### config.mk
export PLATFORM = sky130hd
export DESIGN_NAME = joy_axis_conditioner
export DESIGN_NICKNAME = d
export VERILOG_FILES = /design/src/rtl/joy_cond_pkg.sv /design/src/rtl/joy_axis_step.sv /design/src/rtl/joy_axis_conditioner.sv
export SDC_FILE = /design/constraint.sdc
export NUM_CORES = 1
export LEC_CHECK = 0
export CAP_MARGIN = 20
export CORE_UTILIZATION = 55
export CTS_CLUSTER_DIAMETER = 100
export DETAILED_ROUTE_END_ITERATION = 7
export PLACE_DENSITY = 0.77
export SYNTH_ARGS = -nofsm -noshare
export SYNTH_HDL_FRONTEND = slang
export SYNTH_SLANG_ARGS = --single-unit
### constraint.sdc
create_clock -name clk -period 7 [get_ports clk]
set_clock_uncertainty 0.15 [all_clocks]
set_input_delay 0.7 -clock clk [delete_from_list [all_inputs] [get_ports clk]]
set_output_delay 0.7 -clock clk [all_outputs]
set_load 0.05 [all_outputs]
### src/rtl/joy_cond_pkg.sv
// Shared types, constants and helpers for the joystick axis conditioner.
package joy_cond_pkg;

  typedef enum logic [2:0] {
    IDLE,
    AX0,
    AX1,
    AX2,
    AX3,
    PUB
  } fsm_state_t;

  typedef enum logic {
    MODE_ANALOG = 1'b0,
    MODE_DPAD   = 1'b1
  } axis_mode_t;

  localparam logic signed [7:0] AXIS_POS_MAX = 8'sd127;
  localparam logic signed [7:0] AXIS_NEG_MAX = 8'sh80;
  localparam logic signed [7:0] AXIS_CENTER  = 8'sd0;

  // The positive direction wins when both directions are held
  function automatic logic signed [7:0] dpad_target(input logic pos_bit, input logic neg_bit);
    if (pos_bit) return AXIS_POS_MAX;
    if (neg_bit) return AXIS_NEG_MAX;
    return AXIS_CENTER;
  endfunction

endpackage

### src/rtl/joy_axis_step.sv
// One conditioning step for a single axis: IIR smoothing for analog sticks,
// slew-limited ramp toward a target for DPad sticks. Purely combinational.
module joy_axis_step
  import joy_cond_pkg::*;
#(
  parameter int IIR_SHIFT = 2,
  parameter int SLEW_STEP = 8
) (
  input  axis_mode_t                     mode,
  input  logic                           clear,
  input  logic signed [8+IIR_SHIFT-1:0]  acc,
  input  logic signed [7:0]              in,
  input  logic signed [7:0]              target,
  output logic signed [8+IIR_SHIFT-1:0]  acc_next
);

  localparam int ACC_W = 8 + IIR_SHIFT;
  localparam logic signed [9:0] STEP = 10'(SLEW_STEP);

  logic signed [ACC_W:0] in_scaled;
  logic signed [ACC_W:0] acc_ext;
  logic signed [ACC_W:0] diff;
  logic        [ACC_W:0] diff_mag;
  logic signed [ACC_W:0] iir_next;
  logic signed [9:0]     cur_int;
  logic signed [9:0]     tgt_int;
  logic signed [9:0]     ramp_up;
  logic signed [9:0]     ramp_dn;
  logic signed [9:0]     slew_int;

  // Compute both candidate updates and pick one by mode; a mode change forces centre
  always_comb begin
    in_scaled = {in[7], in, {IIR_SHIFT{1'b0}}};
    acc_ext   = {acc[ACC_W-1], acc};
    diff      = in_scaled - acc_ext;
    diff_mag  = diff[ACC_W] ? $unsigned(-diff) : $unsigned(diff);
    if (diff_mag < (ACC_W+1)'(2 ** IIR_SHIFT)) begin
      iir_next = in_scaled;
    end else begin
      iir_next = acc_ext + (diff >>> IIR_SHIFT);
    end

    cur_int = {{2{acc[ACC_W-1]}}, acc[ACC_W-1 -: 8]};
    tgt_int = {{2{target[7]}}, target};
    ramp_up = cur_int + STEP;
    ramp_dn = cur_int - STEP;
    if (cur_int < tgt_int) begin
      slew_int = (ramp_up > tgt_int) ? tgt_int : ramp_up;
    end else if (cur_int > tgt_int) begin
      slew_int = (ramp_dn < tgt_int) ? tgt_int : ramp_dn;
    end else begin
      slew_int = tgt_int;
    end

    if (clear) begin
      acc_next = '0;
    end else if (mode == MODE_DPAD) begin
      acc_next = ACC_W'({slew_int, {IIR_SHIFT{1'b0}}});
    end else begin
      acc_next = ACC_W'(iir_next);
    end
  end

endmodule

### src/rtl/joy_axis_conditioner.sv
// Conditions raw stick inputs into signed 8-bit X/Y words for the game-port
// joystick block. One shared step unit walks the four axes once per tick and
// the results are published together.
module joy_axis_conditioner
  import joy_cond_pkg::*;
#(
  parameter int TICK_DIV  = 50000,
  parameter int IIR_SHIFT = 2,
  parameter int SLEW_STEP = 8
) (
  input  logic        clk,
  input  logic        reset,
  input  logic [1:0]  joy_type,
  input  logic [3:0]  joy0_dir,
  input  logic [3:0]  joy1_dir,
  input  logic [15:0] joya0,
  input  logic [15:0] joya1,
  output logic [15:0] joya0_out,
  output logic [15:0] joya1_out,
  output logic        upd
);

  localparam int ACC_W = 8 + IIR_SHIFT;
  localparam int CNT_W = $clog2(TICK_DIV);

  fsm_state_t state, state_next;

  logic [CNT_W-1:0] tick_cnt;
  logic             tick;

  logic [1:0]  type_snap;
  logic [1:0]  last_type;
  logic [3:0]  dir0_snap;
  logic [3:0]  dir1_snap;
  logic [15:0] joya0_snap;
  logic [15:0] joya1_snap;

  logic signed [ACC_W-1:0] acc [4];

  logic                    axis_we;
  logic [1:0]              axis_idx;
  axis_mode_t              step_mode;
  logic                    step_clear;
  logic signed [7:0]       step_in;
  logic signed [7:0]       step_target;
  logic signed [ACC_W-1:0] step_acc;
  logic signed [ACC_W-1:0] step_next;

  assign tick = (tick_cnt == CNT_W'(TICK_DIV - 1));

  // Free-running sample-rate divider
  always_ff @(posedge clk) begin
    if (reset || tick) begin
      tick_cnt <= '0;
    end else begin
      tick_cnt <= tick_cnt + CNT_W'(1);
    end
  end

  // Freeze all inputs on the tick so every axis of a sequence sees one sample
  always_ff @(posedge clk) begin
    if (reset) begin
      type_snap  <= '0;
      dir0_snap  <= '0;
      dir1_snap  <= '0;
      joya0_snap <= '0;
      joya1_snap <= '0;
    end else if (tick && state == IDLE) begin
      type_snap  <= joy_type;
      dir0_snap  <= joy0_dir;
      dir1_snap  <= joy1_dir;
      joya0_snap <= joya0;
      joya1_snap <= joya1;
    end
  end

  // Sequencer state register
  always_ff @(posedge clk) begin
    if (reset) begin
      state <= IDLE;
    end else begin
      state <= state_next;
    end
  end

  // Next state and operand selection for the shared step unit
  always_comb begin
    state_next  = state;
    axis_we     = 1'b0;
    axis_idx    = 2'd0;
    step_mode   = MODE_ANALOG;
    step_clear  = 1'b0;
    step_in     = AXIS_CENTER;
    step_target = AXIS_CENTER;
    case (state)
      IDLE: if (tick) state_next = AX0;
      AX0: begin
        state_next  = AX1;
        axis_we     = 1'b1;
        axis_idx    = 2'd0;
        step_mode   = axis_mode_t'(type_snap[0]);
        step_clear  = type_snap[0] ^ last_type[0];
        step_in     = joya0_snap[7:0];
        step_target = dpad_target(dir0_snap[0], dir0_snap[1]);
      end
      AX1: begin
        state_next  = AX2;
        axis_we     = 1'b1;
        axis_idx    = 2'd1;
        step_mode   = axis_mode_t'(type_snap[0]);
        step_clear  = type_snap[0] ^ last_type[0];
        step_in     = joya0_snap[15:8];
        step_target = dpad_target(dir0_snap[2], dir0_snap[3]);
      end
      AX2: begin
        state_next  = AX3;
        axis_we     = 1'b1;
        axis_idx    = 2'd2;
        step_mode   = axis_mode_t'(type_snap[1]);
        step_clear  = type_snap[1] ^ last_type[1];
        step_in     = joya1_snap[7:0];
        step_target = dpad_target(dir1_snap[0], dir1_snap[1]);
      end
      AX3: begin
        state_next  = PUB;
        axis_we     = 1'b1;
        axis_idx    = 2'd3;
        step_mode   = axis_mode_t'(type_snap[1]);
        step_clear  = type_snap[1] ^ last_type[1];
        step_in     = joya1_snap[15:8];
        step_target = dpad_target(dir1_snap[2], dir1_snap[3]);
      end
      PUB:     state_next = IDLE;
      default: state_next = IDLE;
    endcase
  end

  assign step_acc = acc[axis_idx];

  joy_axis_step #(
    .IIR_SHIFT (IIR_SHIFT),
    .SLEW_STEP (SLEW_STEP)
  ) u_step (
    .mode     (step_mode),
    .clear    (step_clear),
    .acc      (step_acc),
    .in       (step_in),
    .target   (step_target),
    .acc_next (step_next)
  );

  // Write back the selected axis accumulator
  always_ff @(posedge clk) begin
    if (reset) begin
      for (int i = 0; i < 4; i++) acc[i] <= '0;
    end else if (axis_we) begin
      acc[axis_idx] <= step_next;
    end
  end

  // Publish all four axes in one cycle and record the mode each stick used
  always_ff @(posedge clk) begin
    if (reset) begin
      joya0_out <= '0;
      joya1_out <= '0;
      upd       <= 1'b0;
      last_type <= '0;
    end else begin
      upd <= (state == PUB);
      if (state == PUB) begin
        joya0_out <= {acc[1][ACC_W-1 -: 8], acc[0][ACC_W-1 -: 8]};
        joya1_out <= {acc[3][ACC_W-1 -: 8], acc[2][ACC_W-1 -: 8]};
        last_type <= type_snap;
      end
    end
  end

  // The divider is long enough that a sequence always ends before the next tick
  assert property (@(posedge clk) disable iff (reset) tick |-> state == IDLE);

endmodule
Word level (Yosys, flattened, before mapping)
Memories as Yosys holds them, arrays and structs flattened. A register that Yosys moved wholly into a read port is not among the register bits.
Cells that the tools add are included.
{ "classes": {"add_sub_neg": 6, "n_mul": 0, "div_mod_pow": 0, "magnitude_cmp": 5, "n_eq_ne": 7, "shift": 0, "mux": 60, "bitwise_logic": 2, "reduce_logical": 7} }
{ "ops": {"columns": ["operator", "n"], "rows": [
  ["$mux W8", 20],
  ["$pmux W8 S4", 2],
  ["$mux W10", 4],
  ["$mux W1", 27],
  ["$add A16 B1 Y16 const B", 1],
  ["$eq A16 B16 Y1 const B", 1],
  ["$pmux W3 S5", 1],
  ["$lt A11 B3 Y1 const B", 1],
  ["$mux W11", 1],
  ["$neg A11 Y11", 1],
  ["$sub A10 B10 Y11", 1],
  ["$add A10 B9 Y10", 1],
  ["$reduce_or A10 Y1", 1],
  ["$add A8 B5 Y9 const B", 1],
  ["$gt A9 B8 Y1", 1],
  ["$lt A9 B8 Y1", 1],
  ["$sub A8 B5 Y9 const B", 1],
  ["$gt A8 B8 Y1", 1],
  ["$lt A8 B8 Y1", 1],
  ["$eq A3 B2 Y1 const B", 2],
  ["$eq A3 B3 Y1 const B", 2],
  ["$pmux W2 S3", 1],
  ["$pmux W1 S2", 2],
  ["$reduce_or A2 Y1", 2],
  ["other kinds (9)", 10]
]} }
{ "word_totals": {"regBits": 64, "latchBits": 0, "mem_bits_rw": 40, "rom_bits": 0, "input_bits": 44, "output_inout_bits": 33, "elab_cells": 97, "n_memories": 1} }
{ "mem_list": {"columns": ["name", "words", "word_bits", "rd", "rd_ports_with_merged_regs", "write_ports", "line", "source"], "rows": [
  ["acc", 4, 10, 5, 4, 4, "joy_axis_conditioner.sv:38", "logic signed [ACC_W-1:0] acc [4];"]
]} }

Logic depth before layout (Yosys ltp)
Gate-level depths: netlist of the first run.
{ "logic_depth": {"word_depth": 14, "ltp_mapped": 23, "depth_no_buf": 20} }

Modules after synthesis
Synthesis of the first run repeated with hierarchy kept, for this count alone.
{ "unflattened": {"cells_unflattened": 946, "hier_area_um2": 8037.7} }
{ "by_module_without_submodules": {"columns": ["mod", "instances", "cells_per_inst", "area_each_um2", "seq_area_each_um2"], "rows": [
  ["joy_axis_conditioner", 1, 665, 6024.5, 3123.0],
  ["joy_axis_step", 1, 281, 2013.2, 0.0]
]} }

Worst setup path before layout of the first run
Ideal clock, no wire load.
{ "synth_timing": {"kind": "register -> register", "start": "register state[0]", "end": "memory acc[0][8] (netlist bit) (data pin)", "setup_ns": 0.266, "arrival_time_ns": 4.819, "setup_slack_ns": 1.765, "path_stages_with_launch": 23, "n_path_buf": 6, "synth_period_minus_slack_ns": 5.235, "cell_sequence": "dfxtp_1 buf_2 buf_2 clkbuf_1 clkbuf_1 clkbuf_1 o211ai_1 o21ai_0 o21ai_0 ha_1 clkbuf_1 a21oi_1 xnor2_1 ha_1 nor2b_1 o21ai_0 nand2b_1 maj3_1 a21oi_1 a211oi_1 or3_1 o211ai_2 a21oi_1"} }
{ "synth_lines": {"columns": ["item", "line", "source"], "rows": [
  ["start, declared", "joy_axis_conditioner.sv:26", "fsm_state_t state, state_next;"],
  ["start signal, assigned", "joy_axis_conditioner.sv:82", "state <= state_next;"],
  ["end, declared", "joy_axis_conditioner.sv:38", null]
]} }

==> results of run 1 <==
[stage by stage]
stage          power, mW  hold slack (ps)  utilization, %
3_5_place_dp        1.03              295            61.7
2_1_floorplan      0.968              276               -
6_report            1.86              301            66.0
5_1_grt             1.92              319            66.0
4_1_cts             1.86              303            65.6
3_3_place_gp        1.03              291            61.7
[flip-flops by register name, summed over array words and instances (netlist names), 3 cells and up]
| name | cells |
|---|---|
| joya0_snap | 16 |
| state | 3 |
| joya1_out | 16 |
| joya1_snap | 16 |
| dir1_snap | 4 |
| tick_cnt | 16 |
| dir0_snap | 4 |
| joya0_out | 16 |
| acc | 40 |
[power by group through the flow]
stage / Clock (mW) / Sequential (mW) / Combinational [mW]
after floorplan: 0 / 0.840 / 0.128
after global placement: 0 / 0.844 / 0.182
after detailed placement: 0 / 0.844 / 0.183
after CTS: 0.850 / 0.827 / 0.184
after global routing: 0.886 / 0.828 / 0.205
final: 0.846 / 0.828 / 0.187
[cells by family (layout without fill, tap and decap cells)]
| family | Yosys count | in the layout | share of synthesized area [%] |
|---|---|---|---|
| AOI/OAI and AO/OA | 256 | 256 | 21.1 |
| muxes | 12 | 12 | 1.58 |
| adders and majority gates | 40 | 40 | 6.20 |
| and+or+nand+nor | 386 | 386 | 23.2 |
| xor gates and xnor gates | 42 | 42 | 5.32 |
| DFF | 136 | 136 | 38.4 |
| buffers and inverters | 83 | 143 | 4.21 |
[layout make-up]
type,instances,area (um^2)
sequential,136,3120
tap,184,230
timing repair buffer,85,863
inverter,26,97.6
clock buffer,23,500
clock inverter,9,62.6
fill,1185,4920
multi-input combinational,736,4680
[worst max-delay path by stage]
stage                      to  slack (ps)  depth (start not counted)
floorplan           acc[0][8]        1770                         22
global placement    acc[1][6]        1130                         17
detailed placement  acc[1][6]         970                         17
CTS                 acc[1][6]         930                         17
global route        acc[0][9]         360                         18
finish              acc[1][6]         860                         16
[metal layers]
metal  global-route usage [%]  routed length [um]  vias up
met4                     12.9                 684        0
met1                     38.0                9310     3449
met5                        0                   0        -
met2                     49.5               10200      289
met3                     6.18                1530       49
li1                         -                   -     3566
[critical path, cell delays in order, from the launching register on]
cell and delay, ps:
dfxtp_1 820, nand2b_1 530, o221ai_1 290, o21ai_0 120, o21ai_1 500, inv_1 330
ha_1 310, and3_1 160, xnor2_1 140, ha_1 230, or4_1 500, a21oi_1 140
a21oi_1 100, nor3_1 590, or3_1 300, a31oi_1 220, nor4_1 470
[layout by cell type, fill, tap and decap left out, types with 8 or more instances in the layout]
| master | netlist | layout |
|---|---|---|
| clkbuf_16 | 0 | 18 |
| nor2_1 | 43 | 43 |
| dfxtp_1 | 96 | 96 |
| xnor2_1 | 24 | 24 |
| nand2_1 | 196 | 196 |
| nand3_1 | 19 | 19 |
| or3_1 | 9 | 9 |
| o21ai_0 | 22 | 22 |
| a21oi_1 | 107 | 107 |
| a31oi_1 | 8 | 8 |
| ha_1 | 37 | 37 |
| a21o_1 | 11 | 11 |
| mux2i_1 | 10 | 10 |
| a211oi_1 | 9 | 9 |
| nor3_1 | 14 | 14 |
| a22oi_1 | 8 | 8 |
| nor2b_1 | 10 | 10 |
| xor2_1 | 14 | 14 |
| o22ai_1 | 15 | 15 |
| nor4_1 | 21 | 20 |
| clkdlybuf4s50_1 | 0 | 75 |
| edfxtp_1 | 40 | 40 |
| inv_1 | 23 | 23 |
| nand2b_1 | 12 | 12 |
==> metrics.md, run 1 <==
| Metric | Value |
|---|---|
| Run status | `complete, no violations` |
| Final Cell Area | `9560 um^2` |
| Cell taking the most area after synthesis | `dfxtp_1` |
| Clk Latency, worst-skew pair | `roughly 430 ps` |
| Type of the worst min-delay path | `flop to flop` |
| Routed Antenna Nets | `0` |
| Fin worst setup slack | `858 ps` |
| Global-route wire length before repair | `35,000 um` |
| Slew HR | `27.2%` |
| Syn Area/Cell | `8.52 um^2` |
| Drt first-iter violations | `664` |
| Hold Startpoint | `joya0_out[12]` |
| Period utilization | `between 80 and 90%` |
| Yosys top cell area share | `23.6%` |
| Area growth syn-to-layout | `17.4%` |
| CP arrival | `around 6200 ps` |
| I/O Pins | `77` |
| Final setup violation count | `0` |
| WP data required | `roughly 7000 ps` |
| Antenna diodes | `0` |
| Die width | `about 120 um` |
| WHS Endpoint | `joya0_out[12]` |
| Layout cells sized above 1 | `8.47%` |
| Pwr Density | `195 nW/um^2` |
| Sequential share of power | `44.5%` |
| Worst slew pin tran | `1080 ps` |
| Clk slew on worst S/H paths | `60 ps` |
| CTS Buf Count | `17` |
| Switching share of power | `24.7%` |
| Layout Nets | `approximately 1,100` |
| Gpl congestion | `1.01` |
| Post-Place Cells | `1,165` |
| Warnings, synthesis | `0` |
| WL per Instance | `18.1 um` |
| Clock power frac | `45.5%` |
| Post-Synthesis Cells | `between 900 and 1,000` |
| Ys flop type | `dfxtp_1` |
| RR Startpoint | `state[1]` |
| Core area | `14,500 um^2` |
| CTS tree | `done` |
| Worst Path Max Fanout | `19` |
| Vias per inst | `between 6 and 7` |
| Initial antenna violation count | `0` |
| Row count | `44` |
| Crit path time final | `6140 ps` |
| Top-count cell post-synth | `nand2_1` |
| Pint | `1.40 mW` |
| Vias | `7,353` |
| Post-synth top cells | `nand2_1 (196), a21oi_1 (107), dfxtp_1 (96), clkbuf_1 (44), nor2_1 (43)` |
| Post-CTS setup buffers | `0` |
| Leakage | `3.37 nW` |
| Hold Crit Depth | `2` |
| Hold-fix buffers, CTS | `0` |
| Post-route non-filler standard cell count | `1,199` |
| #FFs+latches synth | `between 100 and 150` |
| Max-slew violations | `0` |
| Die Ht | `124 um` |
| Post-cts sizing count | `0` |
| Initial Utilization | `56.2%` |
| Crit Path Class | `flop to flop` |
| Fmax | `0.163 GHz` |
| VDD IR-drop max | `185 uV` |
| Htree depth | `4` |
| GRT Util Overall | `a little under a third` |
| Startpoint Class | `flop` |
| Reg-to-Reg End | `acc[1][6]` |
| Die Area | `around 15,000 um^2` |
| Post-route setup TNS | `0 ps` |
| Unique masters post-synth | `94` |
| Hpwl dp | `about 16,000 um` |
| Cell area after synthesis | `8140 um^2` |
| RSZ-0062 raised after global routing | `no` |
| Clock Path Buffers | `2` |
| CP Capture Type | `flop` |
| Vias in the first global route | `6,827` |
| Final hold viol count | `0` |
| PortBufs | `76` |
| Syn nets | `1,037` |
| Async set-reset flop share out of synthesis | `0%` |
| Crit path from | `state[1]` |
| Logic pwr share | `10.1%` |
| Drt pass-1 iters | `5` |
| Placed cell areas | `8940 um^2` |
| Clock sink total | `136` |
| Max-cap viol count | `0` |
| Largest net degree at the start of global routing | `89` |
| Post-synthesis sequential area ratio | `about two fifths` |
| NetSw | `0.459 mW` |
| Worst Setup Slack post-DPL | `966 ps` |
| Clock root buffer | `clkbuf_16` |
| Final wirelength | `21,700 um` |
| Area contributors post-synth | `dfxtp_1 (24%), edfxtp_1 (15%), nand2_1 (9.0%)` |
| R2R setup slack | `860 ps` |
| Grt ovf | `0` |
| Reg2reg path depth | `16` |
| Post-route DRC | `0` |
| Post-synth EDFFs | `40` |
(Power assumes the default switching activity.)
==> inputs of run 2 (changes only) <==
--- a/config.mk
+++ b/config.mk
@@ -5,6 +5,7 @@
 export SDC_FILE = /design/constraint.sdc
 export NUM_CORES = 1
 export LEC_CHECK = 0
+export ABC_AREA = 1
 export CAP_MARGIN = 20
 export CORE_UTILIZATION = 55
 export CTS_CLUSTER_DIAMETER = 100
==> metrics.md, run 2 <==
| Metric | Value |
|---|---|
| Run status | `complete, no violations` |
| Final hold viol count | `0 (unchanged)` |
| Hold Slack | `295 ps (-6.39 ps)` |
| Post-Synthesis Cells | `1,129 (+18%)` |
| Period utilization | `76.7% (-11 points)` |
| Startpoint Class | `flop` |
| Area growth syn-to-layout | `18.1%` |
| Async set-reset flop share out of synthesis | `0% (unchanged)` |
| Vias in the first global route | `6,907 (+1.2%)` |
| Top-count cell post-synth | `nand2_1` |
| Clock power frac | `36.4% (-9.1 points)` |
| Clk Latency, worst-skew pair | `410 ps (-20 ps)` |
| Clock Path Buffers | `2 (unchanged)` |
| #FFs+latches synth | `136 (unchanged)` |
| Grt ovf | `0 (unchanged)` |
| Fmax | `0.186 GHz (+14%)` |
| Post-synth EDFFs | `40 (unchanged)` |
| Hold Crit Depth | `2 (unchanged)` |
| Post-cts sizing count | `0 (unchanged)` |
| Switching share of power | `33.6% (+9.0 points)` |
| Placed cell areas | `9020 um^2 (+0.88%)` |
| WL per Instance | `14.8 um (-18%)` |
| Drt first-iter violations | `571 (-14%)` |
| Htree depth | `4 (unchanged)` |
| Final setup violation count | `0 (unchanged)` |
| I/O Pins | `77 (unchanged)` |
| Gpl congestion | `0.990 (-2.1%)` |
| Reg-to-Reg End | `acc[1][4]` |
| Commonest cells after routing, fill and taps aside | `nand2_1 (200), inv_1 (183), o21ai_0 (110)` |
| Area contributors post-synth | `dfxtp_1 (24%), edfxtp_1 (15%), nand2_1 (9.2%)` |
| Post-route non-filler standard cell count | `1,388 (+16%)` |
| Worst Path Max Fanout | `16 (-3)` |
| RSZ-0062 raised after global routing | `no` |
| Commonest non-fill, non-tap cell in the layout | `nand2_1` |
| CTS Buf Count | `17 (unchanged)` |
| Top reg by flops | `acc` |
| Hpwl dp | `15,300 um (-1.6%)` |
| Slew HR | `54.5% (+27 points)` |
| Ys flop type | `dfxtp_1` |
| Drt pass-1 iters | `5 (unchanged)` |
| Unique masters post-synth | `51 (-46%)` |
| Die Area | `15,300 um^2 (+0.36%)` |
| PortBufs | `76 (unchanged)` |
| CTS tree | `done` |
| Layout cells sized above 1 | `7.48% (-1.0 points)` |
| Post-synthesis sequential area ratio | `38.2% (-0.14 points)` |
| Logic pwr share | `29.6% (+20 points)` |
| Hold Startpoint | `joya1_out[7]` |
| Initial antenna violation count | `0 (unchanged)` |
| Syn nets | `1,211 (+17%)` |
| Post-synth top cells | `nand2_1 (200), inv_1 (184), o21ai_0 (110), a21oi_1 (108), dfxtp_1 (96)` |
| Pint | `1.65 mW (+18%)` |
| Core area | `14,500 um^2 (+0.38%)` |
| Crit Path Class | `flop to flop` |
| Row count | `44 (unchanged)` |
| Yosys top cell area share | `23.5% (-0.087 points)` |
| RR Startpoint | `state[2]` |
| R2R setup slack | `1630 ps (+780 ps)` |
| Post-route setup TNS | `0 ps (unchanged)` |
| Crit path time final | `5370 ps (-775 ps)` |
| Routed Antenna Nets | `0 (unchanged)` |
| Clock sink total | `136 (unchanged)` |
| Initial Utilization | `56.2% (about the same)` |
| WHS Endpoint | `joya1_out[7]` |
| VDD IR-drop max | `231 uV (+25%)` |
| Hold-fix buffers, CTS | `0 (unchanged)` |
| CP arrival | `5360 ps (-820 ps)` |
| Die width | `124 um (+0.18%)` |
| Reg2reg path depth | `27 (+11)` |
| Max-cap viol count | `0 (unchanged)` |
| Pwr Density | `258 nW/um^2 (+33%)` |
| Max-slew violations | `0 (unchanged)` |
| Syn Area/Cell | `7.23 um^2 (-15%)` |
| Fin worst setup slack | `1630 ps (+775 ps)` |
| Antenna diodes | `0 (unchanged)` |
| CP Capture Type | `flop` |
| Layout Nets | `1,273 (+17%)` |
| Leakage | `4.12 nW (+22%)` |
| Worst Setup Slack post-DPL | `1710 ps (+748 ps)` |
| Final Cell Area | `9640 um^2 (+0.93%)` |
| Cell area after synthesis | `8170 um^2 (+0.37%)` |
| Max reg flops | `40 (unchanged)` |
| Post-CTS setup buffers | `0 (unchanged)` |
| Cell taking the most area after synthesis | `dfxtp_1` |
| Post-route DRC | `0 (unchanged)` |
| Vias | `7,612 (+3.5%)` |
| Sequential share of power | `34.0% (-10 points)` |
| Type of the worst min-delay path | `flop to flop` |
| Global-route wire length before repair | `33,400 um (-4.4%)` |
| Warnings, synthesis | `0 (unchanged)` |
| Post-Place Cells | `1,355 (+16%)` |
| Die Ht | `124 um (+0.18%)` |
| Worst slew pin tran | `683 ps (-397 ps)` |
| NetSw | `0.837 mW (+82%)` |
| Final wirelength | `20,500 um (-5.5%)` |
| GRT Util Overall | `28.2% (-1.8 points)` |
| WP data required | `6990 ps (-50 ps)` |
| Clk slew on worst S/H paths | `60 ps (about the same)` |
| Clock root buffer | `clkbuf_16` |
| Largest net degree at the start of global routing | `86 (-3.4%)` |
| Vias per inst | `5.48 (-11%)` |
run 2: metrics by stage:
stage | power [mW] | util (%)
detailed placement | 1.58 | 62.0
global placement | 1.58 | 62.0
global route | 2.62 | 66.4
finish | 2.49 | 66.4
CTS | 2.48 | 66.2
floorplan | 1.42 | -
run 2: critical path, stage by stage, from the launching register on:
cell      delay (ps)
dfxtp_1          450
inv_2            120
nand3_2          250
nand2_2          250
inv_2            240
nand2_1           70
nand2_1           60
inv_1             40
a22oi_1          510
inv_1            300
ha_1             430
nand2_1           90
o21ai_0          180
a21oi_1          110
nor2_1           140
nand3_2          100
nand2_2          110
nand2_4           70
a21boi_1         320
o21ai_0          150
nand2_1          130
nand3_2          140
nor2_8           180
nand2_4          110
nand2_1           80
nand3_1           70
nand2_1          160
nor2_1            60
run 2: how the worst max path moves through the flow:
| stage | startpoint | endpoint | slack, ps | depth (start not counted) |
|---|---|---|---|---|
| global route | state[2] | acc[1][4] | 1070 | 30 |
| global placement | state[2] | acc[0][4] | 1900 | 30 |
| finish | state[2] | acc[1][4] | 1630 | 27 |
| detailed placement | state[0] | acc[1][4] | 1710 | 30 |
| CTS | state[2] | acc[1][4] | 1700 | 30 |
| floorplan | state[0] | acc[0][6] | 2570 | 28 |
run 2: cells by family (layout without fill, tap and decap cells):
group / count (synthesis) / after routing / synth area share (%)
DFF: 136 / 136 / 38.2
and+or+nand+nor: 443 / 443 / 25.2
buffers and inverters: 229 / 304 / 10.9
xor gates and xnor gates: 17 / 17 / 1.82
AOI/OAI and AO/OA: 266 / 266 / 17.9
adders and majority gates: 38 / 38 / 5.91
run 2: layout make-up:
type                    instances  area, um^2
clock buffers                  20         472
fillers                      1266        4890
well taps                     184         230
inverters                     193         724
repair buffers                 79         796
multi-input cells             764        4160
flip-flops and latches        136        3120
clock inverters                12         136
run 2: power groups by stage:
| stage | registers (mW) | clock network (mW) | logic, mW |
|---|---|---|---|
| CTS | 0.846 | 0.910 | 0.724 |
| global placement | 0.863 | 0 | 0.718 |
| global route | 0.848 | 0.950 | 0.826 |
| finish | 0.847 | 0.905 | 0.738 |
| floorplan | 0.857 | 0 | 0.559 |
| detailed placement | 0.863 | 0 | 0.719 |
run 2: routing by layer:
layer / track usage [%] / share of wire, % / wire [um]
met5: 0 / 0 / 0
met4: 10.5 / 2.6 / 531
met3: 4.35 / 6.3 / 1290
met2: 47.2 / 47 / 9610
met1: 36.7 / 44 / 9100
==> inputs of run 3 (changes only) <==
--- a/config.mk
+++ b/config.mk
@@ -7,10 +7,10 @@
 export LEC_CHECK = 0
 export ABC_AREA = 1
 export CAP_MARGIN = 20
-export CORE_UTILIZATION = 55
+export CORE_UTILIZATION = 53
 export CTS_CLUSTER_DIAMETER = 100
 export DETAILED_ROUTE_END_ITERATION = 7
-export PLACE_DENSITY = 0.77
+export PLACE_DENSITY = 0.78
 export SYNTH_ARGS = -nofsm -noshare
 export SYNTH_HDL_FRONTEND = slang
 export SYNTH_SLANG_ARGS = --single-unit
==> constraint.sdc (replaced) <==
create_clock -name clk -period 4.6 [get_ports clk]
set_clock_uncertainty 0.15 [all_clocks]
set_input_delay 0.46 -clock clk [delete_from_list [all_inputs] [get_ports clk]]
set_output_delay 0.46 -clock clk [all_outputs]
set_load 0.05 [all_outputs]
==> metrics.md, run 3 (synthesis results as in run 2) <==
| Metric | Value |
|---|---|
| RR Startpoint | `state[1]` |
| Clk slew on worst S/H paths | `60 ps (about the same)` |
| RSZ-0062 raised after global routing | `no` |
| Die width | `126 um (+1.8%)` |
| I/O Pins | `77 (unchanged)` |
| Slew HR | `58.3% (+3.8 points)` |
| WHS Endpoint | `joya1_out[8]` |
| Htree depth | `4 (unchanged)` |
| Hold Crit Depth | `2 (unchanged)` |
| WL per Instance | `14.3 um (-3.2%)` |
| CP arrival | `4400 ps (-960 ps)` |
| Worst Path Max Fanout | `10 (-6)` |
| Routed Antenna Nets | `0 (unchanged)` |
| Type of the worst min-delay path | `flop to flop` |
| Crit path time final | `4290 ps (-1080 ps)` |
| Fin worst setup slack | `313 ps (-1320 ps)` |
| Gpl congestion | `1.01 (+2.3%)` |
| Startpoint Class | `flop` |
| Reg2reg path depth | `27 (unchanged)` |
| Finished Core Util | `66.8% (+0.42 points)` |
| Initial Utilization | `53.9% (-2.3 points)` |
| Commonest non-fill, non-tap cell in the layout | `nand2_1` |
| Crit Path Class | `flop to flop` |
| R2R setup slack | `310 ps (-1320 ps)` |
| Row count | `45 (+2.3%)` |
| Clock sink total | `136 (unchanged)` |
| Final setup violation count | `0 (unchanged)` |
| Clock Path Buffers | `2 (unchanged)` |
| Final Cell Area | `10,100 um^2 (+4.9%)` |
| Core area | `15,100 um^2 (+4.2%)` |
| Pint | `2.49 mW (+51%)` |
| Run status | `complete, no violations` |
| NetSw | `1.34 mW (+60%)` |
| Initial antenna violation count | `0 (unchanged)` |
| Hold Startpoint | `joya1_out[8]` |
| GRT Util Overall | `26.5% (-1.7 points)` |
| Global-route wire length before repair | `33,600 um (+0.35%)` |
| Final hold viol count | `0 (unchanged)` |
| Area growth syn-to-layout | `23.8%` |
| Fmax | `0.233 GHz (+25%)` |
| Post-route setup TNS | `0 ps (unchanged)` |
| Hpwl dp | `15,500 um (+1.3%)` |
| Commonest cells after routing, fill and taps aside | `nand2_1 (197), inv_1 (180), o21ai_0 (110)` |
| Vias | `7,823 (+2.8%)` |
| Reg-to-Reg End | `acc[2][6]` |
| Placed cell areas | `9290 um^2 (+3.1%)` |
| Hold-fix buffers, CTS | `0 (unchanged)` |
| CP Capture Type | `flop` |
| Die Area | `15,900 um^2 (+3.7%)` |
| Post-route DRC | `0 (unchanged)` |
| VDD IR-drop max | `300 uV (+30%)` |
| Die Ht | `126 um (+1.8%)` |
| Hold Slack | `291 ps (-3.57 ps)` |
| Sequential share of power | `33.7% (-0.3 points)` |
| Top reg by flops | `acc` |
| Switching share of power | `34.9% (+1.3 points)` |
| Drt first-iter violations | `660 (+16%)` |
| Final wirelength | `20,600 um (+0.19%)` |
| Layout Nets | `1,318 (+3.5%)` |
| Vias in the first global route | `6,939 (+0.46%)` |
| Logic pwr share | `32.9% (+3.3 points)` |
| Pwr Density | `379 nW/um^2 (+47%)` |
| Max-slew violations | `0 (unchanged)` |
| Drt pass-1 iters | `6 (+1)` |
| CTS tree | `done` |
| Clock root buffer | `clkbuf_16` |
| Clock power frac | `33.4% (-3.0 points)` |
| Clk Latency, worst-skew pair | `430 ps (+20 ps)` |
| Fillcell total | `1,258 (-0.63%)` |
| Largest net degree at the start of global routing | `70 (-19%)` |
| Max-cap viol count | `0 (unchanged)` |
| Area taken by multi-input logic gates | `4320 um^2 (+3.7%)` |
| Antenna diodes | `0 (unchanged)` |
| Leakage | `4.30 nW (+4.6%)` |
| Max reg flops | `40 (unchanged)` |
| Layout cells sized above 1 | `13.2% (+5.7 points)` |
| WP data required | `4710 ps (-2280 ps)` |
| Vias per inst | `5.44 (-0.73%)` |
| Grt ovf | `0 (unchanged)` |
| CTS Buf Count | `17 (unchanged)` |
| PortBufs | `76 (unchanged)` |
| Worst slew pin tran | `620 ps (-63.2 ps)` |
| Period utilization | `93.2% (+17 points)` |
| Reg area | `3130 um^2 (+0.24%)` |
| Worst Setup Slack post-DPL | `11.9 ps (-1700 ps)` |
## run 3: cell count changes in the layout (fill, tap and decap cells not counted), sizes merged
cell | previous run | this run
clkinvlp | 0 | 3
buf | 3 | 48
clkinv | 7 | 5
clkbuf | 20 | 18
inv | 196 | 199
bufinv | 2 | 0
## run 3: layer usage
metal	vias to the layer above	global-route usage, %	part of all wire, %
met2	283	42.8	46
li1	3942	-	-
met5	-	0	0
met1	3551	35.4	45
met3	47	4.33	6.1
met4	0	10.6	3.0
## run 3: power groups by stage
| stage | registers (mW) | clock network [mW] | logic [mW] |
|---|---|---|---|
| after floorplan | 1.30 | 0 | 0.851 |
| after global placement | 1.31 | 0 | 1.16 |
| after detailed placement | 1.31 | 0 | 1.17 |
| after CTS | 1.29 | 1.29 | 1.18 |
| after global routing | 1.29 | 1.35 | 1.41 |
| final | 1.29 | 1.28 | 1.26 |
## run 3: critical path, stage by stage (launching register included)
cell and delay [ps]:
dfxtp_4 370, nor2_4 150, nand2_4 120, nand2_4 110, buf_6 140, nand2_1 60
a22oi_1 190, buf_4 190, ha_1 160, inv_1 70, nor3_2 190, xor2_1 230
inv_1 80, ha_1 290, nand2_1 90, nor2_2 40, nand3_1 70, o2111ai_1 110
nand2_1 70, o21ai_0 70, nand2_1 180, nor2_2 80, nor2_1 160, o21ai_0 130
a22o_1 230, a21oi_1 160, nand2_1 140, nor2_1 110
## run 3: metrics by stage
step / total power [mW] / cells
3_3_place_gp: 2.47 / 1395
3_5_place_dp: 2.48 / 1395
2_1_floorplan: 2.15 / 1129
5_1_grt: 4.06 / 1437
4_1_cts: 3.75 / 1427
6_report: 3.83 / 1437
## run 3: timing repair
| action | 4_1_cts | 5_1_grt |
|---|---|---|
| cloned | 0 | 0 |
| setup endpoints to repair | 3 | 40 |
| buffers inserted | 0 | 9 |
| resized for setup | 1 | 41 |
| pin swaps | 0 | 10 |
## run 3: worst max-delay path by stage
stage	slack, ps	cells after the start	to	startpoint
after floorplan	170	28	acc[0][6]	state[0]
after detailed placement	10	27	acc[0][8]	state[0]
after CTS	40	27	acc[0][8]	state[1]
final	310	27	acc[2][6]	state[1]
after global routing	10	28	acc[2][7]	state[1]
after global placement	130	28	acc[2][8]	state[0]
## run 3: final cells by class
cell class | count | share of cell area [%]
clock buffer | 18 | 4.45
clock inverter | 14 | 1.09
inverter | 193 | 7.24
multi-input combinational | 764 | 42.7
sequential | 136 | 31.0
tap | 188 | 2.33
timing repair buffer | 124 | 11.2
